[src/rtl/fetch_stage_pkg.sv]
// Shared definitions for the instruction fetch stage.
//   ADDR_W / INSTR_W      : word-address and instruction widths
//   DEFAULT_RESET_VECTOR  : address fetched first after reset
package fetch_stage_pkg;

  localparam int ADDR_W  = 16;
  localparam int INSTR_W = 16;

  typedef logic [ADDR_W-1:0]  addr_t;
  typedef logic [INSTR_W-1:0] instr_t;

  localparam addr_t DEFAULT_RESET_VECTOR = 16'h0000;

endpackage

[src/rtl/sat_counter.sv]
// Saturating up-counter used for pipeline event statistics.
//   i_clk      : rising-edge clock
//   i_reset_n  : asynchronous active-low reset, clears the count
//   i_inc      : count this cycle
//   o_count    : current count, sticks at all-ones
module sat_counter #(
  parameter int WIDTH = 16
) (
  input  logic             i_clk,
  input  logic             i_reset_n,
  input  logic             i_inc,
  output logic [WIDTH-1:0] o_count
);

  // NOTE: sequential state uses non-blocking assignments so every register
  // samples pre-edge values regardless of process evaluation order.
  always_ff @(posedge i_clk or negedge i_reset_n) begin
    if (!i_reset_n) begin
      o_count <= '0;
    end else if (i_inc && (o_count != '1)) begin
      o_count <= o_count + 1'b1;
    end
  end

endmodule

[src/rtl/fetch_stage.sv]
// Instruction fetch stage with IF/ID pipeline register.
//   i_clk, i_reset_n      : clock, asynchronous active-low reset
//   o_imem_addr           : word address to synchronous instruction memory
//   i_imem_data           : instruction for the address of the previous cycle
//   i_stall               : hold fetch and IF/ID (decode hazard)
//   i_branch_taken/target : redirect from execute, squashes IF/ID
//   o_decode_valid/pc/instruction : IF/ID register contents
//   o_stall_count, o_flush_count  : saturating event counters
module fetch_stage
  import fetch_stage_pkg::*;
#(
  parameter addr_t RESET_VECTOR = DEFAULT_RESET_VECTOR
) (
  input  logic               i_clk,
  input  logic               i_reset_n,
  output logic [ADDR_W-1:0]  o_imem_addr,
  input  logic [INSTR_W-1:0] i_imem_data,
  input  logic               i_stall,
  input  logic               i_branch_taken,
  input  logic [ADDR_W-1:0]  i_branch_target,
  output logic               o_decode_valid,
  output logic [ADDR_W-1:0]  o_decode_pc,
  output logic [INSTR_W-1:0] o_decode_instruction,
  output logic [15:0]        o_stall_count,
  output logic [15:0]        o_flush_count
);

  // r_pc is the address whose data is on i_imem_data this cycle;
  // r_fetch_valid is low only for the first cycle after reset.
  addr_t r_pc;
  logic  r_fetch_valid;
  addr_t next_pc;

  // NOTE: every branch of this combinational block assigns next_pc (default
  // first), so no latch is inferred.
  always_comb begin
    next_pc = r_pc + 1'b1;  // wraps modulo 2^16
    if (!i_reset_n) begin
      next_pc = RESET_VECTOR;
    end else if (i_branch_taken) begin
      next_pc = i_branch_target;
    end else if (!r_fetch_valid || i_stall) begin
      // Re-present the same address so memory data stays stable.
      next_pc = r_pc;
    end
  end

  assign o_imem_addr = next_pc;

  always_ff @(posedge i_clk or negedge i_reset_n) begin
    if (!i_reset_n) begin
      r_pc          <= RESET_VECTOR;
      r_fetch_valid <= 1'b0;
    end else begin
      r_pc          <= next_pc;
      r_fetch_valid <= 1'b1;
    end
  end

  // IF/ID register: a branch squashes (even over a stall, since the stalled
  // instruction is wrong-path); a stall holds everything.
  always_ff @(posedge i_clk or negedge i_reset_n) begin
    if (!i_reset_n) begin
      o_decode_valid       <= 1'b0;
      o_decode_pc          <= '0;
      o_decode_instruction <= '0;
    end else if (i_branch_taken) begin
      o_decode_valid <= 1'b0;
    end else if (!i_stall) begin
      o_decode_valid       <= r_fetch_valid;
      o_decode_pc          <= r_pc;
      o_decode_instruction <= i_imem_data;
    end
  end

  sat_counter #(.WIDTH(16)) u_stall_count (
    .i_clk     (i_clk),
    .i_reset_n (i_reset_n),
    .i_inc     (i_stall && !i_branch_taken),
    .o_count   (o_stall_count)
  );

  sat_counter #(.WIDTH(16)) u_flush_count (
    .i_clk     (i_clk),
    .i_reset_n (i_reset_n),
    .i_inc     (i_branch_taken),
    .o_count   (o_flush_count)
  );

endmodule

[config.mk]
export PLATFORM = sky130hd
export DESIGN_NAME = fetch_stage
export DESIGN_NICKNAME = d
export VERILOG_FILES = /design/src/rtl/fetch_stage_pkg.sv /design/src/rtl/sat_counter.sv /design/src/rtl/fetch_stage.sv
export SDC_FILE = /design/constraint.sdc
export NUM_CORES = 1
export LEC_CHECK = 0
export CORE_MARGIN = 2
export CORE_UTILIZATION = 35
export DETAILED_ROUTE_END_ITERATION = 10
export GPL_TIMING_DRIVEN = 0
export PLACE_DENSITY = 0.7
export RECOVER_POWER = 100
export SLEW_MARGIN = 20
export SYNTH_ARGS = -nofsm -noshare
export SYNTH_HDL_FRONTEND = slang
export SYNTH_SLANG_ARGS = --single-unit
[constraint.sdc]
create_clock -name i_clk -period 7 [get_ports i_clk]
set_clock_uncertainty 0.2 [all_clocks]
set_input_delay 1.4 -clock i_clk [delete_from_list [all_inputs] [get_ports i_clk]]
set_output_delay 1.4 -clock i_clk [all_outputs]
set_load 0.1 [all_outputs]
==> flow_metrics.tcl <==
set metrics [dict create \
    routabilityCongestion 0.796 \
    fill_cells 947 \
    cts_buffers 9 \
    fin_crit_ns 6.51 \
    nNetsFinal 487 \
    cts_root_buf "clkbuf_8" \
    crit_type "input port to output pin" \
    path_clk_slew_ns 0.08 \
    final_cells 589 \
    place_ws_ns 0.679 \
    drive_gt1_frac 0.130 \
    mostFrequentLayoutCells "dlygate4sd3_1 (82), dfrtp_1 (82), mux2_2 (36)" \
    ctsHoldBuffers 0 \
    hold_depth 1 \
    grt_pass1_wl_um 14800 \
    core.rowCount 37 \
    clock_sinks 82 \
    syn_to_final_growth_pct 41.2 \
    hp-class "flip-flop to flip-flop" \
    antenna_found_initial 0 \
    grt_overflow 0 \
    status "finished, final reports clean" \
    routed_wl_um 9090 \
    io_buffer_count 115 \
    relSlewSlack 0.309 \
    cts_setup_buffers 0 \
    final_util 0.513 \
    wl_per_cell_um 15.4 \
    drv_slew 0 \
    critical_path.startpoint_type "input port" \
    cp.required_ns 5.40 \
    peakVddDrop_uv 307 \
    yosys_warnings 0 \
    fmax_ghz 0.153 \
    synth_area_sq_um 3770 \
    worst_pin_slew_ns 1.03 \
    power.density_nw_per_um2 334 \
    period_share 0.931 \
    setup_viol 0 \
    start_util 0.363 \
    p_leak_nw 2.29 \
    reg2reg_from "r_pc[0]" \
    path_buf_inv 2 \
    postCtsResizedCells 0 \
    io-pin-count 117 \
    ys_top_cells_by_area "dfrtp_1 (54%), mux2_2 (11%), xnor2_1 (6.5%)" \
    synth_seq_area_share 0.545 \
    cpPeakStageDelay_ns 1.25 \
    detail_route.first_pass.iterations 4 \
    synth_seq_cells 82 \
    yosys.area.top_type "dfrtp_1" \
    regArea_sq_um 2050 \
    grt_max_degree 56 \
    die_w_um 108 \
    drv_cap 0 \
    crit_fanout 8 \
    r2r-end "r_pc[14]" \
    via_per_inst 5.08 \
    synthCells 321 \
    n_antenna_cell 0 \
    dp_hpwl_um 6700 \
    r2r_slack_ns 4.62 \
    drt_iter0_markers 49 \
    syn-num-nets 360 \
    r2r_cells 5 \
    die-area_sq_um 11600 \
    coreArea_sq_um 10400 \
    rsz0062_at_grt "no" \
    grt_util_all_layers 0.162 \
    cpMaxStageDelayCell "dlygate4sd3_1" \
    critPathArrivalTime_ns 4.91 \
    yosysTopAreaCellShare 0.545 \
    cpMostUsedCell "dlygate4sd3_1" \
    holdCritStartpoint "o_decode_instruction[2]" \
    die_h_um 108 \
    multi_input_area_sq_um 1630 \
    placed_cells 573 \
    setup_slack_ns 0.485 \
    finalHoldViolCount 0 \
    dr_total_vias 2995 \
    drc_errors 0 \
    synthDistinctLibCells 45 \
    grt_pass1_vias 2898 \
    synth.avg_cell_area_sq_um 11.7 \
    clock_path_buffers 2 \
    critPathTopFamily "buffers and inverters" \
    cts_tree "built" \
    htreeDepth 3 \
    min_to "o_decode_instruction[2]" \
    insertion_delay_ns 0.34 \
    drtAntennaViolNets 0 \
    crit_path_end_kind "output pin" \
    path_cells "dlygate4sd3_1 -> nand3b_1 -> or3_1 -> or4_1 -> a31oi_1 -> dlygate4sd3_1" \
]
==> registers in the layout (all words and copies together), names as in the netlist <==
| name | cells |
|---|---|
| r_pc | 16 |
| o_decode_valid | 1 |
| u_stall_count.o_count | 16 |
| u_flush_count.o_count | 16 |
| o_decode_pc | 16 |
| o_decode_instruction | 16 |
| r_fetch_valid | 1 |
==> power breakdown <==
| group | internal (mW) | switching (mW) |
|---|---|---|
| clock network | 0.214 | 0.174 |
| logic | 0.170 | 0.606 |
| registers | 0.541 | 0.0734 |
| total | 0.925 | 0.853 |
==> worst max-delay path by stage <==
stage              start              end  depth (start not counted)
3_5_place_dp     i_stall  o_imem_addr[15]                          6
3_3_place_gp   i_reset_n  o_imem_addr[13]                          4
5_1_grt          i_stall  o_imem_addr[14]                          6
2_1_floorplan    i_stall  o_imem_addr[13]                          3
4_1_cts          i_stall  o_imem_addr[15]                          6
6_report         i_stall  o_imem_addr[14]                          6
==> Yosys cell counts <==
master,count
a211oi_1,1
a21oi_1,12
a31oi_1,3
a41oi_1,1
and2_1,1
and3_1,3
and3_4,1
and4_1,1
and4b_1,1
clkbuf_1,11
conb_1,1
dfrtp_1,82
ha_1,3
inv_1,7
mux2_2,36
mux2_4,1
mux2i_1,1
nand2_1,17
nand2_2,1
nand2b_1,2
nand3_1,17
nand3_2,1
nand3b_1,1
nand3b_4,1
nand4_1,15
nand4_2,1
nand4_4,2
nand4b_1,3
nor2_1,12
nor3_1,8
nor3b_1,1
nor4_1,7
o2111ai_1,1
o211a_1,2
o211ai_1,1
o21a_1,2
o21ai_0,16
o311a_1,1
o31a_1,1
o31ai_1,1
or3_1,2
or4_1,4
or4_4,1
xnor2_1,28
xor2_1,6
==> metrics by stage <==
stage | instance area, sq um | hold slack, ns | total power, mW | setup TNS [ns]
2_1_floorplan | 3770 | 0.289 | 1.22 | 0
3_3_place_gp | 5090 | 0.289 | 1.43 | -20.48
3_5_place_dp | 5110 | 0.295 | 1.44 | 0
4_1_cts | 5340 | 0.314 | 1.83 | 0
5_1_grt | 5320 | 0.328 | 1.86 | 0
6_report | 5320 | 0.300 | 1.78 | 0
==> kinds of logic after synthesis <==
| group | after synthesis | synth area share |
|---|---|---|
| AO/OA/AOI/OAI | 42 | 0.0671 |
| AND/OR/NAND/NOR | 103 | 0.166 |
| flip-flops | 82 | 0.545 |
| XOR/XNOR | 34 | 0.0790 |
| other | 1 | 0.000995 |
| buffers and inverters | 18 | 0.0179 |
| adder cells (fa/ha/maj) | 3 | 0.00996 |
| multiplexers | 38 | 0.114 |
==> worst reg2reg max path: cells and delay by family (launching register included) <==
family	cells	cell delay, ns
AND/OR/NAND/NOR	3	1.15
flip-flops	1	0.43
AO/OA/AOI/OAI	1	0.32
adder cells (fa/ha/maj)	1	0.17
==> final cells by class <==
type / count / share of cell area
repair buffers: 116 / 0.221
flip-flops and latches: 82 / 0.386
well taps: 136 / 0.0320
multi-input cells: 221 / 0.306
clock buffers: 11 / 0.0266
clock inverters: 5 / 0.0160
plain buffers: 11 / 0.00776
inverters: 7 / 0.00494
==> routing by layer <==
layer / share of wire / track usage / routed length, um / vias up
li1: - / - / - / 1426
met1: 0.47 / 0.225 / 4240 / 1474
met2: 0.46 / 0.251 / 4210 / 82
met3: 0.055 / 0.0333 / 499 / 13
met4: 0.016 / 0.0577 / 144 / 0
met5: 0 / 0 / 0 / -
Power figures use the tool's default switching activity.
